**src/rtl/pc_unit_pkg.sv**
```systemverilog
// Control-path encodings shared by the PC stage and its neighbours.
// Holds the PC operations, the branch condition codes, the ALU status bit positions and the condition evaluator.
package controlpath_pkg;

  typedef enum logic [2:0] {
    PC_OP_HOLD = 3'b000,
    PC_OP_INC  = 3'b001,
    PC_OP_BR   = 3'b010,
    PC_OP_JMP  = 3'b011,
    PC_OP_JR   = 3'b100,
    PC_OP_CALL = 3'b101,
    PC_OP_RET  = 3'b110,
    PC_OP_RSVD = 3'b111
  } pc_op_e;

  typedef enum logic [3:0] {
    COND_AL = 4'h0,
    COND_EQ = 4'h1,
    COND_NE = 4'h2,
    COND_CS = 4'h3,
    COND_CC = 4'h4,
    COND_MI = 4'h5,
    COND_PL = 4'h6,
    COND_VS = 4'h7,
    COND_VC = 4'h8,
    COND_HI = 4'h9,
    COND_LS = 4'hA,
    COND_GE = 4'hB,
    COND_LT = 4'hC,
    COND_GT = 4'hD,
    COND_LE = 4'hE,
    COND_NV = 4'hF
  } cond_e;

  localparam int unsigned ST_V = 3;
  localparam int unsigned ST_C = 2;
  localparam int unsigned ST_N = 1;
  localparam int unsigned ST_Z = 0;

  function automatic logic cond_eval(input logic [3:0] cond, input logic [3:0] status);
    logic v, c, n, z, res;
    v = status[ST_V];
    c = status[ST_C];
    n = status[ST_N];
    z = status[ST_Z];
    case (cond_e'(cond))
      COND_AL: res = 1'b1;
      COND_EQ: res = z;
      COND_NE: res = !z;
      COND_CS: res = c;
      COND_CC: res = !c;
      COND_MI: res = n;
      COND_PL: res = !n;
      COND_VS: res = v;
      COND_VC: res = !v;
      COND_HI: res = c && !z;
      COND_LS: res = !c || z;
      COND_GE: res = (n == v);
      COND_LT: res = (n != v);
      COND_GT: res = !z && (n == v);
      COND_LE: res = z || (n != v);
      default: res = 1'b0;
    endcase
    return res;
  endfunction

endpackage

```
**src/rtl/pc_unit_if.sv**
```systemverilog
// Control-unit <-> PC stage bundle.
// The control unit (master) drives the operation; the PC stage (slave) returns the fetch address and the stack flags.
interface pc_unit_if #(
  parameter int unsigned ADDR_W = 32
);
  logic              pc_en;
  logic [2:0]        pc_op;
  logic [3:0]        cond;
  logic [3:0]        status;
  logic [63:0]       k;
  logic [63:0]       reg_in;
  logic [ADDR_W-1:0] rom_addr;
  logic [ADDR_W-1:0] pc_plus4;
  logic              stk_full;
  logic              stk_empty;
  logic              stk_err;

  modport master (
    output pc_en, pc_op, cond, status, k, reg_in,
    input  rom_addr, pc_plus4, stk_full, stk_empty, stk_err
  );

  modport slave (
    input  pc_en, pc_op, cond, status, k, reg_in,
    output rom_addr, pc_plus4, stk_full, stk_empty, stk_err
  );
endinterface

```
**src/rtl/pc_unit_ret_stack.sv**
```systemverilog
// Return-address LIFO: push writes at count, pop reads count-1.
// The full/empty flags are registered from the next count value.
module ret_stack #(
  parameter int unsigned DEPTH = 8,
  parameter int unsigned W     = 32
) (
  input  logic         clk,
  input  logic         rst_n,
  input  logic         push,
  input  logic         pop,
  input  logic [W-1:0] din,
  output logic [W-1:0] dout,
  output logic         full,
  output logic         empty
);
  localparam int unsigned AW = $clog2(DEPTH);
  localparam int unsigned CW = AW + 1;

  logic [CW-1:0] count, count_next, count_m1;
  logic [W-1:0]  mem [DEPTH];
  logic          do_push, do_pop;

  assign do_push  = push && !full;
  assign do_pop   = pop && !empty && !push;
  assign count_m1 = count - CW'(1);
  assign dout     = mem[count_m1[AW-1:0]];

  always_comb begin
    count_next = count;
    if (do_push)
      count_next = count + CW'(1);
    else if (do_pop)
      count_next = count_m1;
  end

  always_ff @(posedge clk or negedge rst_n) begin
    if (!rst_n) begin
      count <= '0;
      full  <= 1'b0;
      empty <= 1'b1;
    end else begin
      count <= count_next;
      full  <= (count_next == CW'(DEPTH));
      empty <= (count_next == '0);
    end
  end

  // Storage is left uninitialised on reset; count alone defines validity.
  always_ff @(posedge clk) begin
    if (do_push)
      mem[count[AW-1:0]] <= din;
  end

endmodule

```
**src/rtl/pc_unit.sv**
```systemverilog
// Program counter and fetch-address stage.
// Applies one PC operation per enabled edge: increment, branch, jump, register jump, call or return.
module pc_unit
  import controlpath_pkg::*;
#(
  parameter int unsigned       ADDR_W      = 32,
  parameter logic [ADDR_W-1:0] RESET_PC    = '0,
  parameter int unsigned       STACK_DEPTH = 8
) (
  input  logic     clk,
  input  logic     rst_n,
  pc_unit_if.slave bus
);
  logic [ADDR_W-1:0] pc, pc_next, pc_inc, offset, stk_dout;
  logic              push, pop, err, err_set, taken;
  logic              full, empty;
  logic              unused_bits;

  assign pc_inc = pc + ADDR_W'(4);
  // Word offset from k: the low bits shifted up two, so the sign comes from k[ADDR_W-3].
  assign offset = {bus.k[ADDR_W-3:0], 2'b00};
  assign taken  = cond_eval(bus.cond, bus.status);

  assign unused_bits = ^{bus.k, bus.reg_in};

  always_comb begin
    pc_next = pc;
    push    = 1'b0;
    pop     = 1'b0;
    err_set = 1'b0;
    if (bus.pc_en) begin
      case (pc_op_e'(bus.pc_op))
        PC_OP_INC: pc_next = pc_inc;
        PC_OP_BR:  pc_next = taken ? pc + offset : pc_inc;
        PC_OP_JMP: pc_next = {bus.k[ADDR_W-1:2], 2'b00};
        PC_OP_JR:  pc_next = {bus.reg_in[ADDR_W-1:2], 2'b00};
        PC_OP_CALL: begin
          if (full) begin
            err_set = 1'b1;
          end else begin
            push    = 1'b1;
            pc_next = pc + offset;
          end
        end
        PC_OP_RET: begin
          if (empty) begin
            err_set = 1'b1;
          end else begin
            pop     = 1'b1;
            pc_next = stk_dout;
          end
        end
        default: pc_next = pc;
      endcase
    end
  end

  always_ff @(posedge clk or negedge rst_n) begin
    if (!rst_n) begin
      pc  <= RESET_PC;
      err <= 1'b0;
    end else begin
      pc  <= pc_next;
      err <= err || err_set;
    end
  end

  ret_stack #(
    .DEPTH (STACK_DEPTH),
    .W     (ADDR_W)
  ) u_stack (
    .clk   (clk),
    .rst_n (rst_n),
    .push  (push),
    .pop   (pop),
    .din   (pc_inc),
    .dout  (stk_dout),
    .full  (full),
    .empty (empty)
  );

  assign bus.rom_addr  = pc;
  assign bus.pc_plus4  = pc_inc;
  assign bus.stk_full  = full;
  assign bus.stk_empty = empty;
  assign bus.stk_err   = err;

endmodule

```
**src/flat_wrapper.sv**
```systemverilog
// flat-port wrapper written by rule: the top's interface ports become plain ports
module pc_unit_flat import controlpath_pkg::*;
#(
  parameter int unsigned       ADDR_W      = 32,
  parameter logic [ADDR_W-1:0] RESET_PC    = '0,
  parameter int unsigned       STACK_DEPTH = 8
)
  (clk, rst_n, bus_pc_en, bus_pc_op, bus_cond, bus_status, bus_k, bus_reg_in, bus_rom_addr, bus_pc_plus4, bus_stk_full, bus_stk_empty, bus_stk_err);
  pc_unit_if #(.ADDR_W(ADDR_W)) bus_i ();
  input  logic clk;
  input  logic rst_n;
  input wire logic [$bits(bus_i.pc_en)-1:0] bus_pc_en;
  input wire logic [$bits(bus_i.pc_op)-1:0] bus_pc_op;
  input wire logic [$bits(bus_i.cond)-1:0] bus_cond;
  input wire logic [$bits(bus_i.status)-1:0] bus_status;
  input wire logic [$bits(bus_i.k)-1:0] bus_k;
  input wire logic [$bits(bus_i.reg_in)-1:0] bus_reg_in;
  output wire logic [$bits(bus_i.rom_addr)-1:0] bus_rom_addr;
  output wire logic [$bits(bus_i.pc_plus4)-1:0] bus_pc_plus4;
  output wire logic [$bits(bus_i.stk_full)-1:0] bus_stk_full;
  output wire logic [$bits(bus_i.stk_empty)-1:0] bus_stk_empty;
  output wire logic [$bits(bus_i.stk_err)-1:0] bus_stk_err;
  assign bus_i.pc_en = bus_pc_en;
  assign bus_i.pc_op = bus_pc_op;
  assign bus_i.cond = bus_cond;
  assign bus_i.status = bus_status;
  assign bus_i.k = bus_k;
  assign bus_i.reg_in = bus_reg_in;
  assign bus_rom_addr = bus_i.rom_addr;
  assign bus_pc_plus4 = bus_i.pc_plus4;
  assign bus_stk_full = bus_i.stk_full;
  assign bus_stk_empty = bus_i.stk_empty;
  assign bus_stk_err = bus_i.stk_err;
  pc_unit #(.ADDR_W(ADDR_W), .RESET_PC(RESET_PC), .STACK_DEPTH(STACK_DEPTH)) u_core (.clk(clk), .rst_n(rst_n), .bus(bus_i));
endmodule
```
**config.mk**
```make
export PLATFORM = sky130hd
export DESIGN_NAME = pc_unit_flat
export DESIGN_NICKNAME = d
export VERILOG_FILES = /design/src/rtl/pc_unit_pkg.sv /design/src/rtl/pc_unit_if.sv /design/src/rtl/pc_unit_ret_stack.sv /design/src/rtl/pc_unit.sv /design/src/flat_wrapper.sv
export SDC_FILE = /design/constraint.sdc
export NUM_CORES = 1
export LEC_CHECK = 0
export ABC_CLOCK_PERIOD_IN_PS = 8400
export CAP_MARGIN = 20
export CORE_ASPECT_RATIO = 1.4
export CORE_MARGIN = 1.5
export CORE_UTILIZATION = 35
export CTS_BUF_LIST = sky130_fd_sc_hd__clkbuf_8
export CTS_CLUSTER_DIAMETER = 200
export DETAILED_ROUTE_END_ITERATION = 16
export SLEW_MARGIN = 5
export SYNTH_ARGS = -nofsm -noshare
export SYNTH_HDL_FRONTEND = slang
export SYNTH_SLANG_ARGS = --single-unit
```
**constraint.sdc**
```tcl
create_clock -name clk -period 8.4 [get_ports clk]
set_clock_uncertainty 0.2 [all_clocks]
set_input_delay 1.26 -clock clk [delete_from_list [all_inputs] [get_ports clk]]
set_output_delay 1.26 -clock clk [all_outputs]
set_load 0.05 [all_outputs]
```
==> results.env, run 1 <==
CRIT_ARRIVAL_NS=4.53
DRV_SLEW=0
CLOCK-ROOT-BUFFER='sky130_fd_sc_hd__clkbuf_8'
DIE_Y_MICRONS=243
POWER.DENSITY_CELL_AREA_nW_PER_UM2=372
SETUP.WORST_PATH.END_CLASS='output port'
COREAREA_SQ_UM=40500
FMAXACHIEVABLE_MHz=167
WORST_MIN_DELAY_PATH_CATEGORY='reg -> reg'
CTS_TREE='done'
NUMBER_OF_BUFFERS_BETWEEN_CLOCK_ROOT_AND_THE_DEEPEST_SINK=3
INITIAL_UTILIZATION_PCT=35.7
SYNTH_TOP_CELL_AREA_SHARE_PCT=53.2
LAYOUT_WORST_PATH_CYCLE_SHARE_PCT=71.3
NETLIST.TOP_CELL.BY_AREA='sky130_fd_sc_hd__edfxtp_1'
HPWL_MICRONS=27100
CTS-BUFFERS-INSERTED=49
VIAS_PER_CELL=5.63
FINAL_REPLACE_WEIGHTED_CONGESTION=0.885
ANTENNA_VIOLATIONS_BEFORE_REPAIR=1
GRT_START_MAX_NET_PINS=45
GRT_PASS1_VIAS=9674
TIGHTEST_SLEW_NS=1.09
CRITICAL_PATH.STARTPOINT_TYPE='flip-flop'
CTS.CLK_SLEW.WORST_PATHS_NS=0.06
FIN_CRIT_NS=5.99
LEAKAGEPOWER_nW=5.96
HOLD_WS_NS=0.268
SYNTH_FLOP_CELL='sky130_fd_sc_hd__edfxtp_1'
CLOCK_LATENCY_NS=0.59
HTREEDEPTH=2
SYNTH_SEQ_AREA_SHARE_PCT=60.0
STATUS='finished clean'
DRT-PASS1-ITER-COUNT=5
DRT-TOTAL-WL_MICRONS=41700
TOTAL_POWER_mW=6.49
DETAIL_ROUTE.ITER0.VIOLATIONS=913
FINALWORSTSETUPSLACK_NS=2.41
DIE_AREA_SQ_UM=42500
IR_WORST_VDD_V=0.000239
ROWS=87
MAXSLEWHEADROOM_PCT=27.4
TIMING.MAX_CAP.VIOLATIONS=0
SYN-MEAN-INSTANCE-AREA_SQ_UM=14.5
NUM_VIAS=9722
DRCVIOLATIONCOUNT=0
FLOORPLAN.DIE.WIDTH_MICRONS=175
SYNTHESIS.AREA_SQ_UM=14400
CRITPATHKIND='reg -> out'
SETUP_TNS_NS=0
AREAGROWTHSYNTHTOFINISH_PCT=20.8
CTS_SINKS=295
NUMBER_OF_BUFFERS_ADDED_TO_FIX_HOLD_VIOLATIONS_AFTER_CTS=0
SYNTH_EDF_COUNT=256
SYNTHESIS.NETS=1168
SYNTH-ASYNC-RESET-RATIO_PCT=13.2
SYNTH_SEQ_CELLS=295
ANTENNA_VIOLATING_NETS_POST_ROUTE=0
GRT_UTIL_ALL_LAYERS_PCT=19.6
PLACEMENT.IO_BUFFERS=142
CTS_SETUP_BUFFERS=0
FINAL_NET_COUNT=1329
GLOBALROUTE.TOTALOVERFLOW=0
WIRE_PER_INST_MICRONS=24.1
SYNTH_AREA_LEADERS='sky130_fd_sc_hd__edfxtp_1 (53%), sky130_fd_sc_hd__mux4_2 (10%), sky130_fd_sc_hd__dfrtp_1 (6.6%)'
SYN_INST=993
SETUP_VIOL_COUNT_FINAL=0
PRECTSSETUPSLACK_NS=2.99
PATH_MAX_FANOUT=10
POST_CTS.RESIZED_INSTANCES=0
GRT_PASS1_WL_MICRONS=62100
IO_PINS=209
WORSTPATHREQUIRED_NS=6.94
SHARE_OF_LAYOUT_CELLS_ABOVE_DRIVE_STRENGTH_1_PCT=16.3
YS.WARNINGS.COUNT=0
SYNTH_CELL_TYPE_COUNT=84
FINALHOLDVIOLCOUNT=0
GRT_SETUP_UNREPAIRED='no'
## report_power, final
part	internal, mW	leakage [nW]	switching, mW
sequential	1.89	2.74	0.248
combinational	1.20	2.66	1.88
clock	0.688	0.559	0.585
total	3.78	5.96	2.72
## synthesized netlist by cell type, types with 3 or more instances
| cell | count |
|---|---|
| sky130_fd_sc_hd__edfxtp_1 | 256 |
| sky130_fd_sc_hd__mux4_2 | 64 |
| sky130_fd_sc_hd__a21oi_1 | 58 |
| sky130_fd_sc_hd__o21ai_0 | 57 |
| sky130_fd_sc_hd__nor2_1 | 47 |
| sky130_fd_sc_hd__nand2_1 | 46 |
| sky130_fd_sc_hd__xnor2_1 | 43 |
| sky130_fd_sc_hd__dfrtp_1 | 38 |
| sky130_fd_sc_hd__mux2i_1 | 33 |
| sky130_fd_sc_hd__ha_1 | 32 |
| sky130_fd_sc_hd__a221oi_1 | 27 |
| sky130_fd_sc_hd__clkbuf_1 | 21 |
| sky130_fd_sc_hd__nand3_1 | 20 |
| sky130_fd_sc_hd__inv_1 | 18 |
| sky130_fd_sc_hd__xor2_1 | 17 |
| sky130_fd_sc_hd__a21o_1 | 16 |
| sky130_fd_sc_hd__buf_2 | 15 |
| sky130_fd_sc_hd__o21a_1 | 14 |
| sky130_fd_sc_hd__nor3_1 | 11 |
| sky130_fd_sc_hd__nand4_1 | 10 |
| sky130_fd_sc_hd__nor2b_1 | 10 |
| sky130_fd_sc_hd__and3_1 | 9 |
| sky130_fd_sc_hd__buf_4 | 8 |
| sky130_fd_sc_hd__o221ai_1 | 8 |
| sky130_fd_sc_hd__nand2b_1 | 6 |
| sky130_fd_sc_hd__buf_1 | 5 |
| sky130_fd_sc_hd__o31ai_1 | 5 |
| sky130_fd_sc_hd__a31o_2 | 4 |
| sky130_fd_sc_hd__and4_1 | 4 |
| sky130_fd_sc_hd__nand4b_1 | 4 |
| sky130_fd_sc_hd__o22a_1 | 4 |
| sky130_fd_sc_hd__o22ai_1 | 4 |
| sky130_fd_sc_hd__a211oi_1 | 3 |
| sky130_fd_sc_hd__a21oi_2 | 3 |
| sky130_fd_sc_hd__a22o_1 | 3 |
| sky130_fd_sc_hd__a22oi_1 | 3 |
| sky130_fd_sc_hd__a31oi_1 | 3 |
## per-layer routing
metal	track usage (%)	vias to the layer above	share of wire [%]
met3	2.61	70	7.1
met5	0	-	0
li1	-	4280	-
met4	6.18	0	2.4
met2	32.6	465	49
met1	26.5	4907	42
## layout make-up
cell class                 instances  area, sq um
clock inverter                    39          273
fill                            3723        23000
multi-input combinational        624         5480
timing repair buffer             165         1590
sequential                       295         8670
antenna                            1         2.50
clock buffer                      51          702
tap                              534          668
inverter                          19         71.3
## final timing paths
check                                                    from  slack, ns                             endpoint  cells past startpoint
setup / recovery           u_core.bus.rom_addr[2]$_DFFE_PN0P_       2.41                     bus_pc_plus4[22]                      8
hold reg to reg                  u_core.bus.stk_err$_DFF_PN0_       0.27         u_core.bus.stk_err$_DFF_PN0_                      1
min in group asynchronous                               rst_n       0.60   u_core.bus.rom_addr[4]$_DFFE_PN0P_                      2
hold / removal                   u_core.bus.stk_err$_DFF_PN0_       0.27         u_core.bus.stk_err$_DFF_PN0_                      1
setup reg to reg            u_core.u_stack.count[0]$_DFF_PN0_       3.90  u_core.bus.rom_addr[24]$_DFFE_PN0P_                     10
max in group asynchronous                               rst_n       6.87    u_core.u_stack.count[0]$_DFF_PN0_                      2
## worst max-delay path: stages, from the launching register on
cell,delay [ns]
sky130_fd_sc_hd__dfrtp_1,0.50
sky130_fd_sc_hd__ha_1,0.32
sky130_fd_sc_hd__and3_1,0.32
sky130_fd_sc_hd__and2b_1,0.26
sky130_fd_sc_hd__nand3_1,0.15
sky130_fd_sc_hd__nor2_1,0.51
sky130_fd_sc_hd__nand4_1,0.19
sky130_fd_sc_hd__xnor2_1,0.75
sky130_fd_sc_hd__clkdlybuf4s50_1,0.95
## registers in the layout, summed over array words and instances (netlist names)
| signal | count |
|---|---|
| u_core.u_stack.count | 4 |
| u_core.bus.stk_err | 1 |
| u_core.u_stack.mem | 256 |
| u_core.u_stack.empty | 1 |
| u_core.bus.rom_addr | 32 |
| u_core.u_stack.full | 1 |
## logic make-up (layout without fill, tap and decap cells)
kind of cell	after synthesis	after routing	synth area share, %
AND/OR/NAND/NOR	187	187	6.58
flip-flops	295	295	60.0
adder cells (fa/ha/maj)	33	33	2.91
buffers and inverters	74	274	2.59
AO/OA/AOI/OAI	246	246	11.9
XOR/XNOR	60	60	3.64
other	0	1	0
multiplexers	98	98	12.4
## metrics by stage
step | utilization (%) | instance area (sq um) | std cells
2_1_floorplan | - | 14400 | 993
3_3_place_gp | 40.7 | 16500 | 1637
3_5_place_dp | 40.7 | 16500 | 1637
4_1_cts | 43.1 | 17500 | 1727
5_1_grt | 43.1 | 17500 | 1728
6_report | 43.1 | 17500 | 1728
## cell usage in the layout, fill, tap and decap left out, types with 6 or more instances in the layout
cell type                         synthesis  final
sky130_fd_sc_hd__mux2i_1                 33     33
sky130_fd_sc_hd__buf_4                    8     23
sky130_fd_sc_hd__a21o_1                  16     16
sky130_fd_sc_hd__a221oi_1                27     27
sky130_fd_sc_hd__xor2_1                  17     16
sky130_fd_sc_hd__clkbuf_8                 2     51
sky130_fd_sc_hd__nor3_1                  11      7
sky130_fd_sc_hd__edfxtp_1               256    256
sky130_fd_sc_hd__mux4_2                  64     64
sky130_fd_sc_hd__and3_1                   9      9
sky130_fd_sc_hd__dfrtp_1                 38     37
sky130_fd_sc_hd__nor2_1                  47     42
sky130_fd_sc_hd__nand3_1                 20     20
sky130_fd_sc_hd__clkinv_1                 0      9
sky130_fd_sc_hd__o21ai_0                 57     57
sky130_fd_sc_hd__o21a_1                  14     14
sky130_fd_sc_hd__inv_1                   18     36
sky130_fd_sc_hd__clkdlybuf4s50_1          0    141
sky130_fd_sc_hd__nand2_1                 46     46
sky130_fd_sc_hd__nand2b_1                 6      6
sky130_fd_sc_hd__xnor2_1                 43     43
sky130_fd_sc_hd__o221ai_1                 8      8
sky130_fd_sc_hd__nand4_1                 10     10
sky130_fd_sc_hd__nor2b_1                 10     10
sky130_fd_sc_hd__ha_1                    32     31
sky130_fd_sc_hd__a21oi_1                 58     58
Note: power is estimated with default switching activity, not from simulation.
==> run 2: changes to the inputs <==
ABC_CLOCK_PERIOD_IN_PS = 4940   (was 8400)
clock period = 4.94 ns   (was 8.4 ns; I/O delays follow)
==> results.env, run 2 (synthesis results as in run 1) <==
CTS-BUFFERS-INSERTED=45
NUM-FILL-CELLS=3732
IR_WORST_VDD_V=0.000353
CRITICAL-PATH-MAX-STAGE-DELAY_NS=0.82
FIN_CRIT_NS=4.76
FINAL_REPLACE_WEIGHTED_CONGESTION=0.859
ANTENNA_VIOLATIONS_BEFORE_REPAIR=1
R2R_START='u_core.bus.rom_addr[2]$_DFFE_PN0P_'
CLOCK-ROOT-BUFFER='sky130_fd_sc_hd__clkbuf_8'
CTS_SINKS=295
CTS_TREE='done'
PATH_MAX_FANOUT=10
DRV_SLEW=0
GLOBALROUTE.TOTALOVERFLOW=0
FINALHOLDVIOLCOUNT=0
CP_CELL_SEQUENCE='ha_1 > and3_1 > and2b_1 > nand3_1 > nor2_2 > nand2_1 > xnor2_1 > buf_4 > clkdlybuf4s50_1'
LAYOUT_WORST_PATH_CYCLE_SHARE_PCT=96.4
DIE_AREA_SQ_UM=42500
MAXSLEWHEADROOM_PCT=46.5
NUMBER_OF_BUFFERS_BETWEEN_CLOCK_ROOT_AND_THE_DEEPEST_SINK=3
IO_PINS=209
VIAS_PER_CELL=5.59
PLACEMENT.IO_BUFFERS=142
CRIT_ARRIVAL_NS=3.82
FINISH.CELL_COUNT_WITHOUT_FILLERS=1752
DRT-TOTAL-WL_MICRONS=42400
COREAREA_SQ_UM=40500
RR_WORST_DEPTH=12
FINAL_NET_COUNT=1357
WIRE_PER_INST_MICRONS=24.2
LARGEST_REGISTER_FFS=256
GRT_PASS1_WL_MICRONS=63300
STARTPOINT='u_core.bus.rom_addr[2]$_DFFE_PN0P_'
FMAXACHIEVABLE_MHz=210
NUM_VIAS=9792
WORSTPATHREQUIRED_NS=4.00
CLOCK_LATENCY_NS=0.58
CTS.CLK_SLEW.WORST_PATHS_NS=0.06
FINAL_COMMON_CELL='sky130_fd_sc_hd__edfxtp_1'
DETAIL_ROUTE.ITER0.VIOLATIONS=778
GRT_PASS1_VIAS=9981
AREAGROWTHSYNTHTOFINISH_PCT=22.3
DRCVIOLATIONCOUNT=0
HPWL_MICRONS=28500
LEAKAGEPOWER_nW=6.09
CRITPATHKIND='reg -> out'
SETUP_VIOL_COUNT_FINAL=0
FLOORPLAN.DIE.WIDTH_MICRONS=175
TIMING.MAX_CAP.VIOLATIONS=0
ANTENNA_VIOLATING_NETS_POST_ROUTE=0
GRT_START_MAX_NET_PINS=42
STATUS='finished clean'
CRITICAL_PATH.SLOWEST_CELL='sky130_fd_sc_hd__clkdlybuf4s50_1'
SETUP.WORST_PATH.END_CLASS='output port'
CELL_COUNT_POST_PLACEMENT=1668
INITIAL_UTILIZATION_PCT=35.7
GRT_SETUP_UNREPAIRED='no'
SHARE_OF_LAYOUT_CELLS_ABOVE_DRIVE_STRENGTH_1_PCT=18.5
DIE_Y_MICRONS=243
DRT-PASS1-ITER-COUNT=5
FIN_UTIL_PCT=43.6
TIGHTEST_SLEW_NS=0.800
SETUP_TNS_NS=0
WORST_MIN_DELAY_PATH_CATEGORY='in -> async'
POWER.DENSITY_CELL_AREA_nW_PER_UM2=620
GRT_UTIL_ALL_LAYERS_PCT=20.0
ROWS=87
MOSTFREQUENTLAYOUTCELLS='sky130_fd_sc_hd__edfxtp_1 (256), sky130_fd_sc_hd__clkdlybuf4s50_1 (136), sky130_fd_sc_hd__mux4_2 (64)'
HTREEDEPTH=2
CRITICAL_PATH.STARTPOINT_TYPE='flip-flop'
run 2: cell types whose count changed in the layout (fill, tap and decap cells not counted), sizes merged:
cell / before / now
buf: 24 / 58
bufinv: 4 / 3
clkbuf: 51 / 47
clkdlybuf4s50: 141 / 136
clkinv: 14 / 16
clkinvlp: 2 / 1
dlygate4sd2: 0 / 1
dlymetal6s2s: 0 / 2
inv: 38 / 34
run 2: layout make-up:
cell class	count	area (sq um)	area share, %
diodes	1	2.50	0.0142
clock buffers	47	647	3.66
clock inverters	35	223	1.26
inverters	19	71.3	0.404
multi-input cells	624	5500	31.1
flip-flops and latches	295	8670	49.1
well taps	534	668	3.78
repair buffers	197	1880	10.7
run 2: repair_timing:
item                       4_1_cts  5_1_grt
hold endpoints to repair         0        0
gates resized for setup          2        2
hold buffers                     0        0
buffers inserted                 0        0
setup endpoints to repair        2        2
run 2: stage by stage:
stage	instance area [sq um]	setup slack, ns	power, mW	hold slack [ns]
6_report	17700	0.178	11.0	0.0215
5_1_grt	17700	0.00491	11.5	0.0284
4_1_cts	17600	0.0775	11.0	0.0186
3_5_place_dp	16800	0.578	9.05	0.267
3_3_place_gp	16800	0.604	9.00	0.263
2_1_floorplan	14500	0.508	7.25	0.245
run 2: metal layers:
metal,track usage (%),vias up,wire length (microns)
met5,0,-,0
met4,6.81,0,1100
met3,2.56,74,2770
li1,-,4347,-
met1,25.9,4938,17400
met2,34.4,433,21200
run 2: worst max-delay path, delay by kind of cell (launching register included):
kind	cells	cell delay, ns
fa+ha+maj	1	0.29
simple gates	5	1.28
xor+xnor	1	0.15
flops	1	0.52
buf+inv	2	1.01
run 2: power by group:
part           switching (mW)  total, mW  internal, mW
logic                    3.29       5.45          2.16
registers               0.319       3.52          3.20
clock network           0.947       1.99          1.04
total                    4.55       11.0          6.40
run 2: final timing paths:
check	endpoint	slack, ns
worst max register to register	u_core.bus.rom_addr[30]$_DFFE_PN0P_	1.32
worst max-delay path	bus_pc_plus4[20]	0.18
worst min-delay path	u_core.bus.rom_addr[17]$_DFFE_PN0P_	0.02
min in group clk	u_core.bus.stk_err$_DFF_PN0_	0.28
worst min register to register	u_core.bus.stk_err$_DFF_PN0_	0.28
max in group asynchronous	u_core.u_stack.empty$_DFF_PN1_	3.71
==> run 3: changes to the inputs <==
CTS_CLUSTER_DIAMETER = 40   (was 200)
==> results.env, run 3 (synthesis results as in run 1) <==
NUM-FILL-CELLS=3740
DRCVIOLATIONCOUNT=0
CTS_SETUP_BUFFERS=0
WORSTPATHREQUIRED_NS=4.00
POWER.SWITCHING_mW=4.55
MAXSLEWHEADROOM_PCT=48.3
CLOCK_LATENCY_NS=0.58
SETUP_VIOL_COUNT_FINAL=0
CELL_COUNT_POST_PLACEMENT=1668
POWER_FRAC_COMB_PCT=50.0
GLOBALROUTE.TOTALOVERFLOW=0
CRITPATHKIND='reg -> out'
CLOCK-ROOT-BUFFER='sky130_fd_sc_hd__clkbuf_8'
REG2REG_SETUP_SLACK_NS=1.30
DIE_AREA_SQ_UM=42500
CTS_SINKS=295
COREAREA_SQ_UM=40500
SHARE_CLK_OF_TOTAL_POWER_PCT=17.7
NUMBER_OF_BUFFERS_ADDED_TO_FIX_HOLD_VIOLATIONS_AFTER_CTS=0
SEQUENTIALPOWERSHARE_PCT=32.3
FLOORPLAN.DIE.WIDTH_MICRONS=175
INITIAL_UTILIZATION_PCT=35.7
PLACEMENT.IO_BUFFERS=142
SWITCHING_SHARE_PCT=41.7
ROWS=87
ANTENNA_VIOLATING_NETS_POST_ROUTE=0
MULTI_INPUT_LOGIC_AREA_SQ_UM=5500
FINAL_COMMON_CELL='sky130_fd_sc_hd__edfxtp_1'
FINALWORSTSETUPSLACK_NS=0.179
HPWL_MICRONS=28500
PATH_MAX_FANOUT=10
FINALHOLDVIOLCOUNT=0
CTS.CLK_SLEW.WORST_PATHS_NS=0.07
SHARE_OF_LAYOUT_CELLS_ABOVE_DRIVE_STRENGTH_1_PCT=18.4
FINAL_REPLACE_WEIGHTED_CONGESTION=0.859
WIRE_PER_INST_MICRONS=24.2
TIMING.MAX_CAP.VIOLATIONS=0
POWER.DENSITY_CELL_AREA_nW_PER_UM2=618
WORST_MIN_DELAY_PATH_CATEGORY='in -> async'
PRECTSSETUPSLACK_NS=0.578
FIN_CRIT_NS=4.76
FINAL_NET_COUNT=1357
STATUS='finished clean'
DIE_Y_MICRONS=243
DRT-TOTAL-WL_MICRONS=42400
ANTENNA_VIOLATIONS_BEFORE_REPAIR=1
MOSTFREQUENTLAYOUTCELLS='sky130_fd_sc_hd__edfxtp_1 (256), sky130_fd_sc_hd__clkdlybuf4s50_1 (136), sky130_fd_sc_hd__mux4_2 (64)'
HTREEDEPTH=2
FIN_UTIL_PCT=43.6
GRT_START_MAX_NET_PINS=42
CTS_TREE='done'
FINISH.CELL_COUNT_WITHOUT_FILLERS=1752
CRIT_ARRIVAL_NS=3.82
GRT_UTIL_ALL_LAYERS_PCT=20.0
SETUP_TNS_NS=0
DETAIL_ROUTE.ITER0.VIOLATIONS=795
GRT_SETUP_UNREPAIRED='no'
VIAS_PER_CELL=5.60
DRV_SLEW=0
TIGHTEST_SLEW_NS=0.773
GRT_PASS1_WL_MICRONS=63200
IO_PINS=209
POWER_REPORT.INTERNAL_TOTAL_mW=6.35
REGISTER_AREA_SQ_UM=8670
NUMBER_OF_BUFFERS_BETWEEN_CLOCK_ROOT_AND_THE_DEEPEST_SINK=3
NUM_VIAS=9811
SETUP.WORST_PATH.END_CLASS='output port'
HOLD_WS_NS=0.0190
LAYOUT_WORST_PATH_CYCLE_SHARE_PCT=96.4
AREAGROWTHSYNTHTOFINISH_PCT=22.1
LEAKAGEPOWER_nW=6.08
FMAXACHIEVABLE_MHz=210
CTS-BUFFERS-INSERTED=45
CRITICAL_PATH.STARTPOINT_TYPE='flip-flop'
LARGEST_REGISTER_FFS=256
IR_WORST_VDD_V=0.000351
GRT_PASS1_VIAS=9973
DRT-PASS1-ITER-COUNT=5
==> run 3: cell types whose count changed in the layout (fill, tap and decap cells not counted) <==
| cell | previous run | this run |
|---|---|---|
| sky130_fd_sc_hd__bufinv_16 | 3 | 2 |
| sky130_fd_sc_hd__clkinv_1 | 9 | 8 |
| sky130_fd_sc_hd__clkinv_2 | 7 | 5 |
| sky130_fd_sc_hd__clkinvlp_4 | 1 | 3 |
| sky130_fd_sc_hd__inv_1 | 33 | 35 |
==> run 3: final timing paths <==
| check | startpoint | to | depth (start not counted) |
|---|---|---|---|
| max in group asynchronous | rst_n | u_core.u_stack.empty$_DFF_PN1_ | 2 |
| setup reg to reg | u_core.bus.rom_addr[2]$_DFFE_PN0P_ | u_core.bus.rom_addr[30]$_DFFE_PN0P_ | 12 |
| setup / recovery | u_core.bus.rom_addr[2]$_DFFE_PN0P_ | bus_pc_plus4[20] | 9 |
| hold reg to reg | u_core.bus.stk_err$_DFF_PN0_ | u_core.bus.stk_err$_DFF_PN0_ | 1 |
| min in group clk | u_core.bus.stk_err$_DFF_PN0_ | u_core.bus.stk_err$_DFF_PN0_ | 1 |
| hold / removal | rst_n | u_core.bus.rom_addr[16]$_DFFE_PN0P_ | 1 |
==> run 3: layout make-up <==
type	instances	share of cell area (%)
Antenna cell	1	0.0142
Clock inverter	35	1.14
Tap cell	534	3.79
Multi-Input combinational cell	624	31.2
Clock buffer	47	3.67
Timing Repair Buffer	197	10.7
Sequential cell	295	49.1
Inverter	19	0.404
==> run 3: timing repair <==
action / 4_1_cts / 5_1_grt
hold endpoints to repair: 0 / 0
gates cloned: 0 / 0
setup endpoints to repair: 2 / 2
gates resized for setup: 2 / 2
==> run 3: power by group through the flow <==
stage	Combinational [mW]	Sequential, mW	Clock (mW)
finish	5.45	3.52	1.93
floorplan	3.36	3.89	0
CTS	5.50	3.52	1.97
detailed placement	5.48	3.57	0
global placement	5.44	3.56	0
global route	5.81	3.55	2.07
==> run 3: metrics by stage <==
step | instance area (sq um) | total power, mW
3_3_place_gp | 16800 | 9.00
5_1_grt | 17600 | 11.4
4_1_cts | 17600 | 11.0
6_report | 17600 | 10.9
2_1_floorplan | 14500 | 7.25
3_5_place_dp | 16800 | 9.05
==> run 3: routing by layer <==
metal  vias up  global-route usage [%]  wire length (microns)
met3        70                    2.50                   2810
li1       4344                       -                      -
met1      4961                    26.1                  17400
met2       436                    34.2                  21000
met4         0                    6.79                   1140
met5         -                       0                      0
==> run 3: critical path: stages, from the launching register on <==
cell	delay [ns]
sky130_fd_sc_hd__dfrtp_1	0.52
sky130_fd_sc_hd__ha_1	0.29
sky130_fd_sc_hd__and3_1	0.32
sky130_fd_sc_hd__and2b_1	0.28
sky130_fd_sc_hd__nand3_1	0.20
sky130_fd_sc_hd__nor2_2	0.36
sky130_fd_sc_hd__nand2_1	0.12
sky130_fd_sc_hd__xnor2_1	0.15
sky130_fd_sc_hd__buf_4	0.19
sky130_fd_sc_hd__clkdlybuf4s50_1	0.82
